## src/rtl/mem_access_unit_pkg.sv

```systemverilog
// Shared definitions for the load/store front end: memory op codes, FSM
// states and the alignment / lane-merge helpers.
package mem_access_unit_pkg;

    typedef enum logic [2:0] {
        OP_LW  = 3'd0,
        OP_LH  = 3'd1,
        OP_LHU = 3'd2,
        OP_LB  = 3'd3,
        OP_LBU = 3'd4,
        OP_SW  = 3'd5,
        OP_SH  = 3'd6,
        OP_SB  = 3'd7
    } memOp_e;

    typedef enum logic {
        IDLE   = 1'b0,
        RMW_WR = 1'b1
    } rmwState_e;

    // Word ops need a 4-byte aligned address, halfword ops a 2-byte one.
    function automatic logic isMisaligned(input logic [2:0] op, input logic [1:0] off);
        logic bad;
        case (op)
            OP_LW, OP_SW:         bad = (off != 2'b00);
            OP_LH, OP_LHU, OP_SH: bad = off[0];
            default:              bad = 1'b0;
        endcase
        return bad;
    endfunction

    // Replace one big-endian lane of 'word' with the low bits of 'data'.
    function automatic logic [31:0] mergeLane(input logic [31:0] word, input logic [1:0] off,
                                              input logic [2:0] op, input logic [15:0] data);
        logic [31:0] merged;
        merged = word;
        if (op == OP_SH) begin
            if (off[1] == 1'b0) merged[31:16] = data;
            else                merged[15:0]  = data;
        end else begin
            case (off)
                2'b00:   merged[31:24] = data[7:0];
                2'b01:   merged[23:16] = data[7:0];
                2'b10:   merged[15:8]  = data[7:0];
                default: merged[7:0]   = data[7:0];
            endcase
        end
        return merged;
    endfunction

endpackage

```

## src/rtl/mem_access_unit_if.sv

```systemverilog
// Word-wide DataMemory bus: the access unit is master, the memory is slave.
interface mem_access_unit_if #(parameter int ADDR_W = 32);
    logic [ADDR_W-1:0] MemAddress;
    logic [31:0]       MemWriteData;
    logic              MemWrite;
    logic              MemRead;
    logic [31:0]       MemReadData;

    modport master (output MemAddress, MemWriteData, MemWrite, MemRead, input MemReadData);
    modport slave  (input MemAddress, MemWriteData, MemWrite, MemRead, output MemReadData);
endinterface

```

## src/rtl/mem_access_unit_load_extract.sv

```systemverilog
// Selects the addressed big-endian lane of a memory word and extends it
// to 32 bits according to the load op. Purely combinational.
module mem_access_unit_load_extract
    import mem_access_unit_pkg::*;
(
    input  logic [31:0] word,
    input  logic [1:0]  offset,
    input  logic [2:0]  op,
    output logic [31:0] loadData
);
    logic [7:0]  byteLane_s;
    logic [15:0] halfLane_s;

    // Lane select and sign/zero extension.
    always_comb begin
        case (offset)
            2'b00:   byteLane_s = word[31:24];
            2'b01:   byteLane_s = word[23:16];
            2'b10:   byteLane_s = word[15:8];
            default: byteLane_s = word[7:0];
        endcase
        halfLane_s = offset[1] ? word[15:0] : word[31:16];
        case (op)
            OP_LW:   loadData = word;
            OP_LH:   loadData = {{16{halfLane_s[15]}}, halfLane_s};
            OP_LHU:  loadData = {16'h0000, halfLane_s};
            OP_LB:   loadData = {{24{byteLane_s[7]}}, byteLane_s};
            OP_LBU:  loadData = {24'h000000, byteLane_s};
            default: loadData = 32'h0000_0000;
        endcase
    end
endmodule

```

## src/rtl/mem_access_unit.sv

```systemverilog
// Load/store front end between EX/MEM and DataMemory. Loads and SW complete
// in one cycle; SH/SB run a read-modify-write that stalls the pipe one cycle.
module mem_access_unit
    import mem_access_unit_pkg::*;
#(
    parameter int ADDR_W     = 32,
    parameter int STALLCNT_W = 16
) (
    input  logic                  Clk,
    input  logic                  Reset,
    input  logic                  MemAccess,
    input  logic [2:0]            MemOp,
    input  logic [ADDR_W-1:0]     Address,
    input  logic [31:0]           StoreData,
    mem_access_unit_if.master     memBus,
    output logic [31:0]           LoadData,
    output logic                  Stall,
    output logic                  AddrError,
    output logic [STALLCNT_W-1:0] StallCount
);
    localparam logic [STALLCNT_W-1:0] CNT_ONE = {{(STALLCNT_W-1){1'b0}}, 1'b1};
    localparam logic [STALLCNT_W-1:0] CNT_MAX = {STALLCNT_W{1'b1}};

    rmwState_e             state_r;
    logic [31:0]           mergeWord_r;
    logic [2:0]            heldOp_r;
    logic [ADDR_W-1:0]     heldAddr_r;
    logic [15:0]           heldData_r;
    logic                  addrError_r;
    logic [STALLCNT_W-1:0] stallCount_r;

    logic                  misaligned_s;
    logic [31:0]           extracted_s;
    logic [ADDR_W-1:0]     memAddress_s;
    logic [31:0]           memWriteData_s;
    logic                  memWrite_s;
    logic                  memRead_s;
    logic [31:0]           loadData_s;
    logic                  stall_s;

    mem_access_unit_load_extract u_loadExtract (
        .word     (memBus.MemReadData),
        .offset   (Address[1:0]),
        .op       (MemOp),
        .loadData (extracted_s)
    );

    // Decode the current request (or the pending RMW write) into bus controls.
    always_comb begin
        memAddress_s   = '0;
        memWriteData_s = 32'h0000_0000;
        memWrite_s     = 1'b0;
        memRead_s      = 1'b0;
        loadData_s     = 32'h0000_0000;
        stall_s        = 1'b0;
        misaligned_s   = MemAccess && isMisaligned(MemOp, Address[1:0]);
        if (state_r == RMW_WR) begin
            // Second half of SH/SB: write the merged word, request inputs ignored.
            memAddress_s   = {heldAddr_r[ADDR_W-1:2], 2'b00};
            memWriteData_s = mergeLane(mergeWord_r, heldAddr_r[1:0], heldOp_r, heldData_r);
            memWrite_s     = 1'b1;
        end else if (MemAccess && !misaligned_s) begin
            memAddress_s = {Address[ADDR_W-1:2], 2'b00};
            case (MemOp)
                OP_SW: begin
                    memWrite_s     = 1'b1;
                    memWriteData_s = StoreData;
                end
                OP_SH, OP_SB: begin
                    memRead_s = 1'b1;
                    stall_s   = 1'b1;
                end
                default: begin
                    memRead_s  = 1'b1;
                    loadData_s = extracted_s;
                end
            endcase
        end else begin
            memAddress_s = '0;
        end
    end

    // FSM plus the RMW capture registers, error pulse and stall counter.
    always_ff @(posedge Clk or negedge Reset) begin
        if (!Reset) begin
            state_r      <= IDLE;
            mergeWord_r  <= 32'h0000_0000;
            heldOp_r     <= 3'd0;
            heldAddr_r   <= '0;
            heldData_r   <= 16'h0000;
            addrError_r  <= 1'b0;
            stallCount_r <= '0;
        end else begin
            addrError_r <= (state_r == IDLE) && misaligned_s;
            if (stall_s && (stallCount_r != CNT_MAX)) begin
                stallCount_r <= stallCount_r + CNT_ONE;
            end
            case (state_r)
                IDLE: begin
                    if (stall_s) begin
                        mergeWord_r <= memBus.MemReadData;
                        heldOp_r    <= MemOp;
                        heldAddr_r  <= Address;
                        heldData_r  <= StoreData[15:0];
                        state_r     <= RMW_WR;
                    end else begin
                        state_r <= IDLE;
                    end
                end
                RMW_WR:  state_r <= IDLE;
                default: state_r <= IDLE;
            endcase
        end
    end

    assign memBus.MemAddress   = memAddress_s;
    assign memBus.MemWriteData = memWriteData_s;
    assign memBus.MemWrite     = memWrite_s;
    assign memBus.MemRead      = memRead_s;
    assign LoadData            = loadData_s;
    assign Stall               = stall_s;
    assign AddrError           = addrError_r;
    assign StallCount          = stallCount_r;

endmodule

```

## src/flat_wrapper.sv

```systemverilog
// flat-port wrapper written by rule: the top's interface ports become plain ports
module mem_access_unit_flat import mem_access_unit_pkg::*;
#(
    parameter int ADDR_W     = 32,
    parameter int STALLCNT_W = 16
)
  (Clk, Reset, MemAccess, MemOp, Address, StoreData, LoadData, Stall, AddrError, StallCount, memBus_MemAddress, memBus_MemWriteData, memBus_MemWrite, memBus_MemRead, memBus_MemReadData);
  mem_access_unit_if #(.ADDR_W(ADDR_W)) memBus_i ();
  input  logic Clk;
  input  logic Reset;
  input  logic MemAccess;
  input  logic [2:0] MemOp;
  input  logic [ADDR_W-1:0] Address;
  input  logic [31:0] StoreData;
  output logic [31:0] LoadData;
  output logic Stall;
  output logic AddrError;
  output logic [STALLCNT_W-1:0] StallCount;
  output wire logic [$bits(memBus_i.MemAddress)-1:0] memBus_MemAddress;
  output wire logic [$bits(memBus_i.MemWriteData)-1:0] memBus_MemWriteData;
  output wire logic [$bits(memBus_i.MemWrite)-1:0] memBus_MemWrite;
  output wire logic [$bits(memBus_i.MemRead)-1:0] memBus_MemRead;
  input wire logic [$bits(memBus_i.MemReadData)-1:0] memBus_MemReadData;
  assign memBus_MemAddress = memBus_i.MemAddress;
  assign memBus_MemWriteData = memBus_i.MemWriteData;
  assign memBus_MemWrite = memBus_i.MemWrite;
  assign memBus_MemRead = memBus_i.MemRead;
  assign memBus_i.MemReadData = memBus_MemReadData;
  mem_access_unit #(.ADDR_W(ADDR_W), .STALLCNT_W(STALLCNT_W)) u_core (.Clk(Clk), .Reset(Reset), .MemAccess(MemAccess), .MemOp(MemOp), .Address(Address), .StoreData(StoreData), .memBus(memBus_i), .LoadData(LoadData), .Stall(Stall), .AddrError(AddrError), .StallCount(StallCount));
endmodule
```

## config.mk

```make
export PLATFORM = sky130hd
export DESIGN_NAME = mem_access_unit_flat
export DESIGN_NICKNAME = d
export VERILOG_FILES = /design/src/rtl/mem_access_unit_pkg.sv /design/src/rtl/mem_access_unit_if.sv /design/src/rtl/mem_access_unit_load_extract.sv /design/src/rtl/mem_access_unit.sv /design/src/flat_wrapper.sv
export SDC_FILE = /design/constraint.sdc
export NUM_CORES = 1
export LEC_CHECK = 0
export BUFFER_PORTS_ARGS = -buffer_cell sky130_fd_sc_hd__buf_2
export CELL_PAD_IN_SITES_DETAIL_PLACEMENT = 0
export CELL_PAD_IN_SITES_GLOBAL_PLACEMENT = 1
export CORE_ASPECT_RATIO = 0.9
export CORE_MARGIN = 10
export CORE_UTILIZATION = 35
export DETAILED_ROUTE_END_ITERATION = 8
export PLACE_DENSITY_LB_ADDON = 0.08
export RECOVER_POWER = 100
export SLEW_MARGIN = 30
export SYNTH_ARGS = -nofsm -noshare
export SYNTH_HDL_FRONTEND = slang
export SYNTH_HIERARCHICAL = 1
export SYNTH_SLANG_ARGS = --single-unit
```

## constraint.sdc

```tcl
create_clock -name Clk -period 1.6 [get_ports Clk]
set_input_delay 0 -clock Clk [delete_from_list [all_inputs] [get_ports Clk]]
set_output_delay 0 -clock Clk [all_outputs]
set_load 0.03 [all_outputs]
```

Word-level counts from Yosys, hierarchy flattened
Index checks and enable logic that the tools add are counted.

word-level totals
  word-level logic and storage cells = 67
  input port bits = 102
  register bits after elaboration = 101
  output and inout bits = 116

operators by class
  mux-type cells = 30
  bitwise operators = 1
  equal/unequal tests = 13
  add/subtract/negate cells = 1
  reductions and logical operators = 15

operators with widths
  kind                                                                   number
  32-bit 2-to-1 mux                                                      9
  32-bit one-hot mux with 5 select lines                                 1
  16-bit 2-to-1 mux                                                      3
  8-bit 2-to-1 mux                                                       4
  8-bit one-hot mux with 3 select lines                                  1
  16-bit by 1-bit adder with 16-bit output, second input constant        1
  16-bit != test, second input constant                                  1
  3-bit equality test, second input constant                             5
  1-bit 2-to-1 mux                                                       10
  3-bit OR reduction                                                     3
  3-bit by 2-bit equality test with 1-bit output, second input constant  2
  2-bit by 1-bit equality test with 1-bit output, second input constant  2
  2-bit equality test, second input constant                             2
  1-bit logical AND                                                      4
  2-bit logical NOT                                                      2
  1-bit one-hot mux with 2 select lines                                  2
  2-bit OR reduction                                                     2
  3-bit by 1-bit equality test with 1-bit output, second input constant  1
  3-bit logical NOT                                                      1
  2-bit AND reduction                                                    1
  2-bit nonzero test                                                     1
  1-bit logical NOT                                                      1
  1-bit inverter                                                         1

Logic depth before layout (Yosys ltp)
Gate-level depths: netlist of the first run.

  depth after elaboration = 10
  depth in mapped cells = 8
  depth with buffers taken out = 5

Cells and area by module
Netlist of the first run, hierarchy kept.

modules (own cells, without submodules)
  module                        area each (sq um)  sequential area each (sq um)  cells each  times used
  mem_access_unit               5564.1             2527.4                        493         1
  mem_access_unit_load_extract  932.1              0.0                           120         1

Worst setup path before layout of the first run
No wires, ideal clock.

  path type = reg2out
  start point = register u_core.heldOp_r[1]
  end point = output port memBus_MemWriteData[28]
  stages on the path, launching flop included = 6
  arrival = 1.755 ns
  data required time = 1.600 ns
  path slack = -0.155 ns
  cells stage by stage = dfrtp_1 > nand3b_1 > clkbuf_1 > nand3_1 > a21o_1 > a31oi_1

between the ends
  cells in the longest elaborated chain, start to end = 3

ends and longest elaborated chain
  what                    RTL line                   text
  from (decl)             mem_access_unit.sv:26      logic [2:0] heldOp_r;
  from (signal assigned)  mem_access_unit.sv:102     heldOp_r <= MemOp;
  3-bit equality test     mem_access_unit_pkg.sv:37  if (op == OP_SH) begin
  32-bit 2-to-1 mux       mem_access_unit_pkg.sv:37
  32-bit 2-to-1 mux       mem_access_unit.sv:57      if (state_r == RMW_WR) begin
  to (decl)               flat_wrapper.sv:20         output wire logic [$bits(memBus_i.MemWriteData)-1:0] memBus_MemWriteData;

Every way passes these cells.

Final worst setup path of the first run
  start point = register u_core.heldOp_r[0]
  end point = output port memBus_MemWriteData[20]

Same word-level chain as after synthesis.

==> reports/metrics.yaml, run 1 <==
critical_path:
  worstReg2RegEnd: "u_core/StallCount[12]"
  crit_type: "flop to output port"
  crit_slowest_cell: "dfrtp_1"
  crit_end: "memBus_MemWriteData[20]"
  r2r_cells: 7
  crit_start: "u_core/heldOp_r[0]"
  startpoint_type: "flop"
  path_cells: "nand3b_1 -> a21oi_4 -> buf_12 -> mux2_4 -> a22o_4 -> buf_6"
  max_stage_delay_ns: 0.39
  r2r_slack_ns: -0.17
  cp.arrival_ns: 2.03
  rr_startpoint: "u_core/state_r"
  required_ns: 1.60
  end_kind: "output port"
  path_max_fanout: 8
clock_tree:
  numCtsBuffers: 9
  cts_root_buf: "clkbuf_16"
  cts_buffer_depth: 2
  clk_pin_slew_ns: 0.07
  tritoncts: "built"
  worstSkewPairLatency_ns: 0.35
  htree_levels: 3
  clock-sinks: 101
route:
  met3_length_mm: 1.70
  vias_per_cell: 5.22
  first_pass_iters: 4
  drc: 0
  wl_met1_mm: 11.6
  drt_wl_total_mm: 26.0
  vias: 6364
  wl_met2_mm: 12.2
  first_iter_violations: 439
  wl_per_cell_microns: 21.3
  top_layer_used: "met5"
  drt.antenna.violating_nets: 0
synthesis:
  ys_async_sr_fraction_pct: 100
  syn_area_sq_um: 6500
  synthTopCellsByArea: "dfrtp_1 39%, mux2_2 17%, a22o_1 6.2%"
  synthFlopType: "dfrtp_1"
  avgSynthCellArea_sq_um: 10.6
  synthTopCellsByCount: "101 x dfrtp_1, 97 x mux2_2, 62 x nand2_1"
  synth_top_area_cell: "dfrtp_1"
  yosysWarnings: 6
  synth.most_common_cell: "dfrtp_1"
  synth_seq_cells: 101
  synth_top_area_share_pct: 38.9
  yosys.cell_types.count: 59
  syn_inst: 613
  synth_edf_count: 0
  ys_seq_area_share_pct: 38.9
finish:
  sequential_cell_area_sq_um: 2540
  syn_to_final_growth_pct: 72.0
  design_area_sq_um: 11200
  multi_input_area_sq_um: 4220
  drive_gt1_share_pct: 55.3
  diodes: 0
  fill_cells: 1529
  layout.nets: 1072
pwr:
  switching_share_pct: 34.7
  p_seq_share_pct: 37.1
  clockPowerShare_pct: 22.1
  p_switching_mw: 3.31
  leakage_nw: 5.10
  power_mw: 9.52
  intPower_mw: 6.22
  powerDensity_nw_per_um2: 852
  peakVddDrop_uv: 570
  p_comb_share_pct: 40.8
die:
  core_area_sq_um: 18300
  die-height_microns: 149
  start_util_pct: 35.5
  fp-row-count: 47
  dieWidth_microns: 164
  io_pins: 218
  dieArea_sq_um: 24400
timing:
  fin_ws_ns: -0.432
  skew_ns: 0.00463
  fin_crit_ns: 2.03
  slew_headroom_pct: 50.4
  final-setup-viol-count: 176
  rsz0062_at_grt: "true"
  min_period_over_period_pct: 127
  drv_slew: 0
  worst_pin_slew_ns: 0.743
  fmax_mhz: 492
  hold_viol: 0
  whs_ns: 0.0260
place:
  dpl_cell_area_sq_um: 8390
  io_buffer_count: 215
  pre_cts_slack_ns: -0.168
  gp_congestion: 0.872
  place_hpwl_mm: 17.4
grt:
  grt_max_degree: 55
  track_usage_pct: 20.1
  overflow: 0
  antenna_found_initial: 1
  grt_pass1_wl_mm: 39.0
  first_global_vias: 6821
job:
  cap_violations: 0
outcome:
  status: "finished with violations"
  violations: "setup timing"
worst_hold_path:
  hp-class: "input pin to flop"
cells in the final DEF (no fill, tap or decap), drive strengths merged, types with 11 or more instances in the layout:
cell and count:
o21ai 25, clkbuf 39, xor2 13, dlygate4sd3 77
a21oi 13, buf 287, a22o 46, and2 32
o22ai 14, nand2b 12, dfrtp 101, nor2 11
mux2 101, nand3 14, nand2 62, a31oi 16
through the flow:
stage	setup TNS [ns]	utilization, %	std cells
after floorplan	-0.175	-	614
after global placement	-7.42	45.9	1085
after detailed placement	-9.97	45.9	1085
after CTS	-23.30	58.6	1202
after global routing	-39.57	61.1	1219
final	-27.20	61.1	1219
how the worst min path moves through the flow:
stage,start,cells after the start,to
after floorplan,Reset,0,u_core/AddrError
after global placement,Reset,1,u_core/StallCount[8]
after detailed placement,Reset,1,u_core/StallCount[11]
after CTS,memBus_MemReadData[30],2,u_core/mergeWord_r[30]
after global routing,memBus_MemReadData[30],2,u_core/mergeWord_r[30]
final,memBus_MemReadData[23],2,u_core/mergeWord_r[23]
final cells by class:
cell class | instances | share of cell area (%)
inverter | 12 | 0.515
multi-input combinational | 451 | 37.8
sequential | 101 | 22.8
clock inverter | 5 | 0.325
clock buffer | 11 | 2.17
tap | 245 | 2.74
timing repair buffer | 394 | 33.7
cell families (layout without fill, tap and decap cells):
| kind of cell | count (synthesis) | count (layout) | synth area share [%] |
|---|---|---|---|
| mux | 118 | 118 | 22.0 |
| xor+xnor | 14 | 14 | 1.89 |
| simple gates | 174 | 174 | 15.1 |
| other cells | 1 | 2 | 0.0577 |
| compound gates | 142 | 142 | 16.4 |
| buf+inv | 62 | 422 | 5.39 |
| flops | 101 | 101 | 38.9 |
| fa+ha+maj | 1 | 1 | 0.193 |
worst max-delay path, delay by kind of cell (launching register included):
kind,cells,cell delay [ns]
simple gates,1,0.25
buf+inv,2,0.29
mux,1,0.32
compound gates,2,0.41
flops,1,0.39
state kept, by name, indices dropped and copies added (netlist names):
register / cells
u_core/StallCount: 16
u_core/state_r: 1
u_core/heldOp_r: 3
u_core/AddrError: 1
u_core/mergeWord_r: 32
u_core/heldAddr_r: 32
u_core/heldData_r: 16
power by group through the flow:
| stage | clock, mW | combinational [mW] | sequential [mW] |
|---|---|---|---|
| final | 2.10 | 3.89 | 3.53 |
| after global routing | 2.26 | 4.14 | 3.59 |
| after CTS | 2.16 | 3.65 | 3.48 |
| after detailed placement | 0 | 3.00 | 3.52 |
| after global placement | 0 | 2.94 | 3.50 |
| after floorplan | 0 | 1.82 | 3.48 |
per-layer routing:
metal | track usage [%] | vias to the layer above
met5 | 0 | -
met4 | 4.55 | 2
met3 | 5.24 | 29
met2 | 31.7 | 212
met1 | 27.1 | 3161
li1 | - | 2960
repair_timing:
action | in CTS | in global routing
cloned | 7 | 10
buffers inserted | 17 | 12
hold endpoints to repair | 177 | 0
pin swaps | 30 | 37
resized for setup | 257 | 91
setup endpoints to repair | 158 | 191
hold buffers | 77 | 0
(Power assumes the default switching activity.)
==> inputs of run 2 (changes only) <==
CAP_MARGIN = 5   (was default)
RECOVER_POWER = 25   (was 100)
==> run 2 against run 1 <==
The run still ends with setup timing left. Clock-buffer cell count is the same. Sequential share of layout area decreased by 0.11 points. Utilization grew 0.33 points. Die area did not move. Critical path type unchanged. Critical endpoint unchanged.
==> reports/metrics.yaml, run 2 (synthesis gave the netlist of run 1 again) <==
clock_tree:
  cts_root_buf: "clkbuf_16"
  clk_pin_slew_ns: 0.07  # about the same
  worstSkewPairLatency_ns: 0.35  # about the same
  clock-sinks: 101  # unchanged
  tritoncts: "built"
  cts_buffer_depth: 2  # unchanged
  numCtsBuffers: 9  # unchanged
  htree_levels: 3  # unchanged
die:
  start_util_pct: 35.5  # unchanged
  fp-row-count: 47  # unchanged
  core_area_sq_um: 18300  # unchanged
  die-height_microns: 149  # unchanged
  io_pins: 218  # unchanged
  dieArea_sq_um: 24400  # unchanged
  dieWidth_microns: 164  # unchanged
route:
  drt_wl_total_mm: 26.0  # about the same
  first_iter_violations: 361  # -18%
  drt.antenna.violating_nets: 0  # unchanged
  wl_per_cell_microns: 21.3  # about the same
  first_pass_iters: 5  # +1
  drc: 0  # unchanged
  vias: 6386  # +0.35%
  vias_per_cell: 5.24  # +0.35%
finish:
  design_area_sq_um: 11200  # +0.54%
  final_common_cell: "buf_2"
  final_cell_mix: "117 x buf_2, 110 x buf_6, 87 x dfrtp_1"
  syn_to_final_growth_pct: 72.9
  drive_gt1_share_pct: 57.2  # +1.8 points
  finalCoreUtilization_pct: 61.4  # +0.33 points
  reg_top3: "u_core/heldAddr_r: 32 flops, u_core/mergeWord_r: 32 flops"
  layout.nets: 1072  # unchanged
  diodes: 0  # unchanged
critical_path:
  crit_slowest_cell: "dfrtp_1"
  path_max_fanout: 8  # unchanged
  end_kind: "output port"
  required_ns: 1.60  # about the same
  crit_type: "flop to output port"
  startpoint_type: "flop"
  cp.arrival_ns: 2.03  # about the same
  path_cells: "nand3b_1 -> a21oi_4 -> buf_12 -> mux2_4 -> a22o_4 -> buf_6"
  max_stage_delay_ns: 0.39  # about the same
pwr:
  leakage_nw: 5.17  # +1.4%
  peakVddDrop_uv: 568  # -0.38%
  powerDensity_nw_per_um2: 851  # -0.15%
grt:
  overflow: 0  # unchanged
  grt_pass1_wl_mm: 39.0  # unchanged
  track_usage_pct: 20.1  # unchanged
  antenna_found_initial: 1  # unchanged
  grt_max_degree: 55  # unchanged
  first_global_vias: 6821  # unchanged
timing:
  skew_ns: 0.00608  # +0.00145 ns
  slew_headroom_pct: 47.8  # -2.7 points
  min_period_over_period_pct: 127  # about the same
  worst_pin_slew_ns: 0.784  # +0.0403 ns
  final-setup-viol-count: 170  # -3.4%
  drv_slew: 0  # unchanged
  fin_ws_ns: -0.432  # -0.000373 ns
  fmax_mhz: 492  # about the same
  hold_viol: 0  # unchanged
  rsz0062_at_grt: "true"
  fin_crit_ns: 2.03  # +0.000373 ns
place:
  pre_cts_slack_ns: -0.168  # unchanged
  gp_congestion: 0.872  # unchanged
  place_hpwl_mm: 17.4  # unchanged
  io_buffer_count: 215  # unchanged
  dpl_cell_area_sq_um: 8390  # unchanged
outcome:
  violations: "setup timing"
  status: "finished with violations"
job:
  cap_violations: 0  # unchanged
worst_hold_path:
  hp-class: "input pin to flop"
## run 2: cell types whose count changed in the layout (fill, tap and decap cells not counted)
cell / before / now
buf_8: 5 / 6
clkbuf_8: 2 / 1
dfrtp_1: 88 / 87
buf_12: 18 / 20
clkbuf_4: 2 / 1
dfrtp_2: 13 / 14
clkbuf_1: 18 / 1
o2111ai_2: 1 / 0
buf_2: 100 / 117
buf_4: 50 / 49
o2111ai_4: 0 / 1
## run 2: cell type report
class                           instances  area [sq um]
Clock buffer                           11           243
Clock inverter                          5          36.3
Inverter                               12          57.6
Multi-Input combinational cell        451          4230
Fill cell                            1524          7050
Sequential cell                       101          2540
Tap cell                              245           307
Timing Repair Buffer                  394          3820
## run 2: worst max-delay path: cells and delay by family, from the launching register on
family / cells / cell delay, ns
compound gates: 2 / 0.42
flops: 1 / 0.39
simple gates: 1 / 0.26
mux: 1 / 0.32
buf+inv: 2 / 0.29
## run 2: what timing repair did
item | 4_1_cts | 5_1_grt
pin swaps | 30 | 37
hold buffers | 77 | 0
gates cloned | 7 | 10
setup endpoints to repair | 158 | 191
setup buffers | 17 | 12
resized for setup | 257 | 91
endpoints found under the hold margin | 177 | 0
## run 2: worst paths after layout
| check | from | endpoint | slack, ns | depth (start not counted) |
|---|---|---|---|---|
| setup / recovery | u_core/heldOp_r[0] | memBus_MemWriteData[20] | -0.43 | 6 |
| max in group asynchronous | Reset | u_core/heldAddr_r[1] | 0.28 | 3 |
| hold reg to reg | u_core/heldOp_r[1] | u_core/heldOp_r[1] | 0.50 | 1 |
| min in group asynchronous | Reset | u_core/StallCount[8] | 0.25 | 2 |
| setup reg to reg | u_core/state_r | u_core/StallCount[12] | -0.13 | 7 |
| hold / removal | memBus_MemReadData[23] | u_core/mergeWord_r[23] | 0.04 | 2 |
## run 2: metal layers
metal	global-route usage [%]	wire, microns
met4	4.55	394
met1	27.1	11600
met3	5.24	1760
met2	31.7	12200
met5	0	7
## run 2: through the flow
step,total power [mW],hold WS (ns),cells,setup TNS [ns]
2_1_floorplan,5.30,-0.296,614,-0.175
3_3_place_gp,6.44,-0.0402,1085,-7.42
3_5_place_dp,6.52,-0.0335,1085,-9.97
4_1_cts,9.29,0.00408,1202,-23.30
5_1_grt,10.0,0.0273,1219,-32.19
6_report,9.56,0.0354,1219,-22.80
## run 2: report_power, final
part	total (mW)	switching, mW	internal [mW]
Combinational	3.92	1.84	2.07
Clock	2.11	1.01	1.10
Sequential	3.53	0.465	3.07
